File: config.mk
export PLATFORM = sky130hd
export DESIGN_NAME = axi_stream_rr_arbiter
export DESIGN_NICKNAME = d
export VERILOG_FILES = /design/src/rtl/axi_stream_rr_arbiter.sv
export SDC_FILE = /design/constraint.sdc
export NUM_CORES = 2
export LEC_CHECK = 0
export ABC_CLOCK_PERIOD_IN_PS = 31300
export BUFFER_PORTS_ARGS = -buffer_cell sky130_fd_sc_hd__buf_2
export CAP_MARGIN = 20
export CELL_PAD_IN_SITES_DETAIL_PLACEMENT = 0
export CELL_PAD_IN_SITES_GLOBAL_PLACEMENT = 1
export CORE_AREA = 2 2 759 761
export CTS_CLUSTER_SIZE = 14
export DETAILED_ROUTE_END_ITERATION = 12
export DIE_AREA = 0 0 761 763
export PLACE_DENSITY_LB_ADDON = 0.05
export SLEW_MARGIN = 20
export SYNTH_ARGS = -nofsm -noshare
export SYNTH_HDL_FRONTEND = slang
export SYNTH_SLANG_ARGS = --single-unit
File: constraint.sdc
create_clock -name axis_aclk -period 31.3 [get_ports axis_aclk]
set_clock_uncertainty 0.1 [all_clocks]
set_input_delay 3.13 -clock axis_aclk [delete_from_list [all_inputs] [get_ports axis_aclk]]
set_output_delay 3.13 -clock axis_aclk [all_outputs]
set_load 0.01 [all_outputs]
File: src/rtl/axi_stream_rr_arbiter.sv
`default_nettype none
// ============================================================================
// Module   : axi_stream_rr_arbiter
// Purpose  : Packet-level round-robin merge of NUM_PORTS 512-bit AXI4-Stream
//            slaves onto one registered master port, with per-port counters.
// Revision : 1.0 - initial release
// ============================================================================
module axi_stream_rr_arbiter #(
    parameter int NUM_PORTS = 2,
    parameter int CNT_W     = 32
) (
    input  logic                       axis_aclk,
    input  logic                       axis_rst,
    input  logic [NUM_PORTS-1:0]       s_axis_tvalid,
    input  logic [512*NUM_PORTS-1:0]   s_axis_tdata,
    input  logic [64*NUM_PORTS-1:0]    s_axis_tkeep,
    input  logic [NUM_PORTS-1:0]       s_axis_tlast,
    input  logic [16*NUM_PORTS-1:0]    s_axis_tuser_size,
    input  logic [16*NUM_PORTS-1:0]    s_axis_tuser_src,
    input  logic [16*NUM_PORTS-1:0]    s_axis_tuser_dst,
    output logic [NUM_PORTS-1:0]       s_axis_tready,
    output logic                       m_axis_tvalid,
    output logic [511:0]               m_axis_tdata,
    output logic [63:0]                m_axis_tkeep,
    output logic                       m_axis_tlast,
    output logic [15:0]                m_axis_tuser_size,
    output logic [15:0]                m_axis_tuser_src,
    output logic [15:0]                m_axis_tuser_dst,
    input  logic                       m_axis_tready,
    output logic [3:0]                 grant_idx,
    output logic                       busy,
    output logic [CNT_W*NUM_PORTS-1:0] pkt_count
);

    localparam int         c_IDX_W   = (NUM_PORTS > 1) ? $clog2(NUM_PORTS) : 1;
    localparam logic [0:0] c_ST_IDLE = 1'b0;
    localparam logic [0:0] c_ST_PKT  = 1'b1;

    logic [0:0]         r_state;
    logic [0:0]         w_state_nxt;
    logic [c_IDX_W-1:0] r_grant;
    logic [c_IDX_W-1:0] r_last_grant;
    logic [c_IDX_W-1:0] w_pick;
    logic [c_IDX_W-1:0] w_pick_hi;
    logic [c_IDX_W-1:0] w_pick_lo;
    logic               w_found_hi;
    logic               w_any_req;
    logic               w_out_ready;
    logic               w_accept;

    logic               w_sel_valid;
    logic               w_sel_last;
    logic [511:0]       w_sel_data;
    logic [63:0]        w_sel_keep;
    logic [15:0]        w_sel_size;
    logic [15:0]        w_sel_src;
    logic [15:0]        w_sel_dst;

    logic               r_m_tvalid;
    logic [511:0]       r_m_tdata;
    logic [63:0]        r_m_tkeep;
    logic               r_m_tlast;
    logic [15:0]        r_m_tsize;
    logic [15:0]        r_m_tsrc;
    logic [15:0]        r_m_tdst;
    logic [CNT_W-1:0]   r_pkt_count [NUM_PORTS];

    assign w_any_req   = |s_axis_tvalid;
    assign w_out_ready = ~r_m_tvalid | m_axis_tready;
    assign w_accept    = (r_state == c_ST_PKT) & w_sel_valid & w_out_ready;

    // Rotating priority: lowest requester above last_grant wins, otherwise
    // wrap to the lowest requester at or below it.
    always_comb begin
        w_pick_hi  = '0;
        w_pick_lo  = '0;
        w_found_hi = 1'b0;
        for (int i = NUM_PORTS - 1; i >= 0; i--) begin
            if (s_axis_tvalid[i]) begin
                if (i > int'(r_last_grant)) begin
                    w_found_hi = 1'b1;
                    w_pick_hi  = c_IDX_W'(i);
                end else begin
                    w_pick_lo  = c_IDX_W'(i);
                end
            end
        end
        w_pick = w_found_hi ? w_pick_hi : w_pick_lo;
    end

    always_comb begin
        w_sel_valid = 1'b0;
        w_sel_last  = 1'b0;
        w_sel_data  = '0;
        w_sel_keep  = '0;
        w_sel_size  = '0;
        w_sel_src   = '0;
        w_sel_dst   = '0;
        for (int i = 0; i < NUM_PORTS; i++) begin
            if (r_grant == c_IDX_W'(i)) begin
                w_sel_valid = s_axis_tvalid[i];
                w_sel_last  = s_axis_tlast[i];
                w_sel_data  = s_axis_tdata[512*i +: 512];
                w_sel_keep  = s_axis_tkeep[64*i +: 64];
                w_sel_size  = s_axis_tuser_size[16*i +: 16];
                w_sel_src   = s_axis_tuser_src[16*i +: 16];
                w_sel_dst   = s_axis_tuser_dst[16*i +: 16];
            end
        end
    end

    // Ready depends only on registered state and downstream ready.
    always_comb begin
        s_axis_tready = '0;
        if (r_state == c_ST_PKT) begin
            for (int i = 0; i < NUM_PORTS; i++) begin
                if (r_grant == c_IDX_W'(i)) begin
                    s_axis_tready[i] = w_out_ready;
                end
            end
        end
    end

    always_comb begin
        w_state_nxt = r_state;
        case (r_state)
            c_ST_IDLE: if (w_any_req) w_state_nxt = c_ST_PKT;
            c_ST_PKT:  if (w_accept && w_sel_last) w_state_nxt = c_ST_IDLE;
            default:   w_state_nxt = c_ST_IDLE;
        endcase
    end

    always_ff @(posedge axis_aclk or posedge axis_rst) begin
        if (axis_rst) begin
            r_state <= c_ST_IDLE;
        end else begin
            r_state <= w_state_nxt;
        end
    end

    always_ff @(posedge axis_aclk or posedge axis_rst) begin
        if (axis_rst) begin
            r_grant      <= '0;
            r_last_grant <= c_IDX_W'(NUM_PORTS - 1);
        end else if ((r_state == c_ST_IDLE) && w_any_req) begin
            r_grant      <= w_pick;
            r_last_grant <= w_pick;
        end
    end

    // Output slice: fields load only on accept and hold while stalled.
    always_ff @(posedge axis_aclk or posedge axis_rst) begin
        if (axis_rst) begin
            r_m_tvalid <= 1'b0;
            r_m_tdata  <= '0;
            r_m_tkeep  <= '0;
            r_m_tlast  <= 1'b0;
            r_m_tsize  <= '0;
            r_m_tsrc   <= '0;
            r_m_tdst   <= '0;
        end else if (w_accept) begin
            r_m_tvalid <= 1'b1;
            r_m_tdata  <= w_sel_data;
            r_m_tkeep  <= w_sel_keep;
            r_m_tlast  <= w_sel_last;
            r_m_tsize  <= w_sel_size;
            r_m_tsrc   <= w_sel_src;
            r_m_tdst   <= w_sel_dst;
        end else if (m_axis_tready) begin
            r_m_tvalid <= 1'b0;
        end
    end

    always_ff @(posedge axis_aclk or posedge axis_rst) begin
        if (axis_rst) begin
            for (int i = 0; i < NUM_PORTS; i++) begin
                r_pkt_count[i] <= '0;
            end
        end else begin
            for (int i = 0; i < NUM_PORTS; i++) begin
                if (w_accept && w_sel_last && (r_grant == c_IDX_W'(i))) begin
                    r_pkt_count[i] <= r_pkt_count[i] + CNT_W'(1);
                end
            end
        end
    end

    generate
        for (genvar g = 0; g < NUM_PORTS; g++) begin : g_cnt
            assign pkt_count[CNT_W*g +: CNT_W] = r_pkt_count[g];
        end
    endgenerate

    assign m_axis_tvalid     = r_m_tvalid;
    assign m_axis_tdata      = r_m_tdata;
    assign m_axis_tkeep      = r_m_tkeep;
    assign m_axis_tlast      = r_m_tlast;
    assign m_axis_tuser_size = r_m_tsize;
    assign m_axis_tuser_src  = r_m_tsrc;
    assign m_axis_tuser_dst  = r_m_tdst;
    assign grant_idx         = 4'(r_grant);
    assign busy              = (r_state == c_ST_PKT);

endmodule
`default_nettype wire

Yosys cells after proc, flatten, opt, wreduce, memory -nomap -nowiden
Index checks and enable logic that the tools add are counted.
{"block": "word_totals", "ff_bits": 693, "inputBits": 1255, "output_inout_bits": 697, "elab_cells": 48}
{"block": "classes", "n_mux": 21, "add_sub_neg": 2, "order_cmp": 1, "bitwise_logic": 6, "n_reduce_logical": 6}
{"cell": "two-way mux 512 bit", "n": 1}
{"cell": "adder 32 x 1 -> 32 bit (second input constant)", "n": 2}
{"cell": "two-way mux 64 bit", "n": 1}
{"cell": "two-way mux 16 bit", "n": 3}
{"cell": "two-way mux 1 bit", "n": 14}
{"cell": "logical AND 1 bit", "n": 4}
{"cell": "inverter 1 bit", "n": 3}
{"cell": "AND 1 bit", "n": 2}
{"cell": "two-way mux 2 bit", "n": 1}
{"cell": "case mux 1 bit (2 select lines)", "n": 1}
{"cell": "nonzero test 2 bit", "n": 1}
{"cell": "OR reduction 2 bit", "n": 1}
{"cell": "greater-than comparator 1 bit (first input constant)", "n": 1}
{"cell": "bitwise OR 1 bit", "n": 1}

Depth between registers and ports, before layout
{"block": "logic_depth", "word_depth": 6, "mapped_depth": 8}

Worst setup path after synthesis
OpenSTA, ideal clock, no wires.
{"block": "synth_path", "path_type": "in2out", "from": "in m_axis_tready", "to": "out s_axis_tready[0]", "t_required_ns": 28.070, "setup_slack_ns": 24.547, "path_stages": 2, "n_path_buf": 0, "t_arrival_ns": 3.523, "cell_sequence": "nor2b_2 -> nor3_1"}
{"block": "synth_via", "elab_chain_cells": 3}
{"item": "start: declaration", "line": "29", "text": "input logic m_axis_tready,"}
{"item": "bitwise OR 1 bit", "line": "69", "text": "assign w_out_ready = ~r_m_tvalid | m_axis_tready;"}
{"item": "two-way mux 1 bit", "line": "117", "text": "if (r_grant == c_IDX_W'(i)) begin"}
{"item": "two-way mux 2 bit", "line": "115", "text": "if (r_state == c_ST_PKT) begin"}
{"item": "end: declaration", "line": "21", "text": "output logic [NUM_PORTS-1:0] s_axis_tready,"}
Every way passes these cells.

Final worst setup path
{"block": "layout_path", "from": "in m_axis_tready", "to": "reg r_m_tdata[58], in the netlist m_axis_tdata[58]"}
{"block": "layout_via", "elab_chain_cells": 2}
{"item": "bitwise OR 1 bit", "line": "69"}
{"item": "AND 1 bit", "line": "70", "text": "assign w_accept = (r_state == c_ST_PKT) & w_sel_valid & w_out_ready;"}
{"item": "end signal: assignment", "line": "163", "text": "r_m_tdata <= w_sel_data;"}
{"item": "end: declaration", "line": "60", "text": "logic [511:0] r_m_tdata;"}
Every way passes these cells.
A chain may end at the register's enable or synchronous reset.

==> metrics.md <==
| Metric | Value |
|---|---|
| Drt drc | `0` |
| GPL Wtd Cong | `approximately 0.86` |
| Tot GR Track Use | `a little under an eighth` |
| Vias in the first global route | `32,900` |
| FF-to-FF path depth | `8` |
| Max clock buf depth | `4` |
| Max incr delay on CP | `0.77 ns` |
| Worst-path fanout max | `85` |
| Worst-path cell chain | `buf_2 > nor2b_2 > or3_4 > buf_4 > buf_4 > buf_4 > buf_4 > buf_4 > o21ai_1` |
| Total power | `5520 µW` |
| Worst-skew pair later-pin latency | `0.92 ns` |
| Fraction of final layout cells sized beyond drive strength 1 | `approximately 44%` |
| Worst-margin pin slew | `0.995 ns` |
| Starting DRT DRC Count | `1,113` |
| Req. time, crit path | `~32 ns` |
| CTS tree | `done` |
| Top-level I/O count | `1,952` |
| Most frequent cells in the layout | `buf_2, dfrtp_1, nand2_1, mux2i_1, o21ai_1` |
| Routed len/inst | `about 27 µm` |
| Post-Synthesis Cells | `2,996` |
| First-pass GRT wire length | `419,000 µm` |
| Core Box Area | `572,000 µm²` |
| FP Rows | `~280` |
| Vias after detailed routing | `approximately 31,000` |
| Commonest non-fill, non-tap cell in the layout | `buf_2` |
| P_leak | `0.0252 µW` |
| Starting density of the core | `5.57%` |
| Largest net degree at the start of global routing | `89` |
| Setup slack, reg-to-reg | `25.62 ns` |
| Syn-to-layout area delta | `70.7%` |
| Crit-path most repeated cell | `buf_4` |
| Final hold vios | `0` |
| Status | `finished, final reports clean` |
| Max Freq | `141 MHz` |
| First drt pass iteration count | `4` |
| Die width | `761 µm` |
| Synth unique cells | `40` |
| # hold bufs at CTS | `0` |
| Die ar. | `approximately 580,000 µm²` |
| Crit path capture | `m_axis_tdata[58]$_DFFE_PP0P_` |
| Mapped Area | `31,900 µm²` |
| TritonCTS Buffers | `124` |
| Synth warnings | `0` |
| Post-CTS Setup Inserts | `0` |
| Critical Path Start Type | `input pin` |
| Max VDD drop | `slightly below 0.05 mV` |
| Clock Tree Root | `clkbuf_16` |
| Total Wirelength | `~340,000 µm` |
| Clk sinks | `693` |
| Pins Over Slew Limit | `0` |
| PortBufs | `1,948` |
| Reg-to-Reg Start | `r_grant$_DFFE_PP0P_` |
| Post_cts resized | `0` |
| H-tree depth | `3` |
| Final net count | `6,172` |
| Yosys reg bits | `693` |
| Mean Syn Cell Area | `10.6 µm²` |
| Overflow after GRT | `0` |
| Initial antenna violation count | `about 350` |
| CP Capture Type | `register` |
| DP HPWL | `just under 300,000 µm` |
| Fin crit share | `between 20% and 30%` |
| PwrDens | `between 100 and 150 nW/µm²` |
| Mean number of vias per cell | `2.48` |
| RSZ-0062 raised after global routing | `false` |
| Worst EP arrival | `7.69 ns` |
| Slew HR | `31.8%` |
| ANT nets after route | `0` |
| Setup TNS | `0 ns` |
| Die height | `763 µm` |
| Slowest-stage cell, CP | `buf_4` |
| Setup CP Type | `input pin to register` |
| Worst-path clk slew | `~0.050 ns` |
| Tmin final | `7.10 ns` |
| Crit. Startpoint | `m_axis_tready` |
| Final setup viols | `0` |
| Max-Cap Viols | `0` |
| Worst min path class | `register to register` |
| Register area share after synthesis | `54.4%` |
| End of the worst register-to-register path | `m_axis_tdata[58]$_DFFE_PP0P_` |
[routing by layer]
metal / routed length (µm) / share of wire [%] / GRT usage, % / up-vias
met2: 173000 / 51 / 20.7 / 1801
met1: 118000 / 35 / 11.3 / 14400
li1: - / - / - / 14300
met5: 1260 / 0.37 / 0 / -
met4: 7250 / 2.1 / 1.75 / 192
met3: 41200 / 12 / 6.24 / 662
[registers in the layout, indices dropped and copies added, names as in the netlist]
name / cells
m_axis_tlast: 1
m_axis_tvalid: 1
m_axis_tdata: 512
r_last_grant: 1
m_axis_tuser_size: 16
busy: 1
r_grant: 1
pkt_count: 64
m_axis_tkeep: 64
m_axis_tuser_src: 16
m_axis_tuser_dst: 16
[per-stage QoR]
step / instances / area [µm²] / hold WS [ns] / worst slack, ns / util (%)
after global routing: 12600 / 54200 / 0.395 / 23.69 / 9.48
after CTS: 12600 / 54200 / 0.383 / 24.05 / 9.48
after global placement: 12300 / 50200 / 0.360 / 23.06 / 8.77
after floorplan: 2998 / 31900 / 0.363 / 8.64 / -
final: 12600 / 54400 / 0.377 / 24.20 / 9.50
after detailed placement: 12300 / 50200 / 0.370 / 23.01 / 8.77
[worst max-delay path, delay by kind of cell]
kind | cells | cell delay [ns]
AO/OA/AOI/OAI | 1 | 0.17
AND/OR/NAND/NOR | 2 | 1.00
buffers and inverters | 6 | 3.16
[cell usage after synthesis, drive strengths merged]
| master | n | area, µm² |
|---|---|---|
| dfrtp | 692 | 17300 |
| xnor2 | 41 | 359 |
| nand2 | 649 | 2440 |
| ha | 2 | 25.0 |
| conb | 1 | 3.75 |
| buf | 102 | 940 |
| nand3 | 20 | 100 |
| o21ai | 626 | 3130 |
| and3b | 1 | 8.76 |
| or4b | 1 | 10.0 |
| nor2 | 21 | 78.8 |
| dfstp | 1 | 26.3 |
| clkbuf | 113 | 424 |
| and2 | 3 | 18.8 |
| nor2b | 2 | 15.0 |
| xor2 | 21 | 184 |
| and4 | 5 | 43.8 |
| nor4 | 5 | 65.1 |
| a21oi | 1 | 5.00 |
| nor3 | 9 | 61.3 |
| nand4 | 24 | 156 |
| nand2b | 1 | 6.26 |
| a21o | 2 | 15.0 |
| mux2 | 2 | 22.5 |
| mux2i | 626 | 6270 |
| inv | 8 | 30.0 |
| nor3b | 2 | 15.0 |
| or3 | 1 | 6.26 |
| and3 | 14 | 87.6 |
[how the worst min path moves through the flow]
stage	from	endpoint	slack (ns)	cells past startpoint
after global placement	m_axis_tdata[117]$_DFFE_PP0P_	m_axis_tdata[117]$_DFFE_PP0P_	0.36	2
after detailed placement	m_axis_tdata[498]$_DFFE_PP0P_	m_axis_tdata[498]$_DFFE_PP0P_	0.37	2
after floorplan	r_last_grant$_DFFE_PP1P_	r_last_grant$_DFFE_PP1P_	0.36	2
after global routing	pkt_count[31]$_DFFE_PP0P_	pkt_count[31]$_DFFE_PP0P_	0.39	1
after CTS	pkt_count[63]$_DFFE_PP0P_	pkt_count[63]$_DFFE_PP0P_	0.38	1
final	m_axis_tdata[240]$_DFFE_PP0P_	m_axis_tdata[240]$_DFFE_PP0P_	0.38	2
[cell families after synthesis]
| group | Yosys count | synth area share, % |
|---|---|---|
| xor+xnor | 62 | 1.70 |
| other cells | 1 | 0.0118 |
| buf+inv | 223 | 4.37 |
| mux | 628 | 19.7 |
| simple gates | 758 | 9.76 |
| fa+ha+maj | 2 | 0.0785 |
| compound gates | 629 | 9.90 |
| flops | 693 | 54.4 |
[cell type report]
| type | instances | area, µm² |
|---|---|---|
| repair buffers | 2006 | 10200 |
| flip-flops and latches | 693 | 17300 |
| inverters | 8 | 37.5 |
| multi-input cells | 2082 | 13200 |
| diodes | 58 | 145 |
| clock inverters | 23 | 277 |
| fillers | 66600 | 518000 |
| well taps | 7560 | 9460 |
| clock buffers | 202 | 3760 |
[power breakdown]
group	switching [µW]	internal, µW	total [µW]
combinational	1730	804	2530
clock	576	835	1410
sequential	271	1300	1570
total	2580	2940	5520
Power figures use the tool's default switching activity.
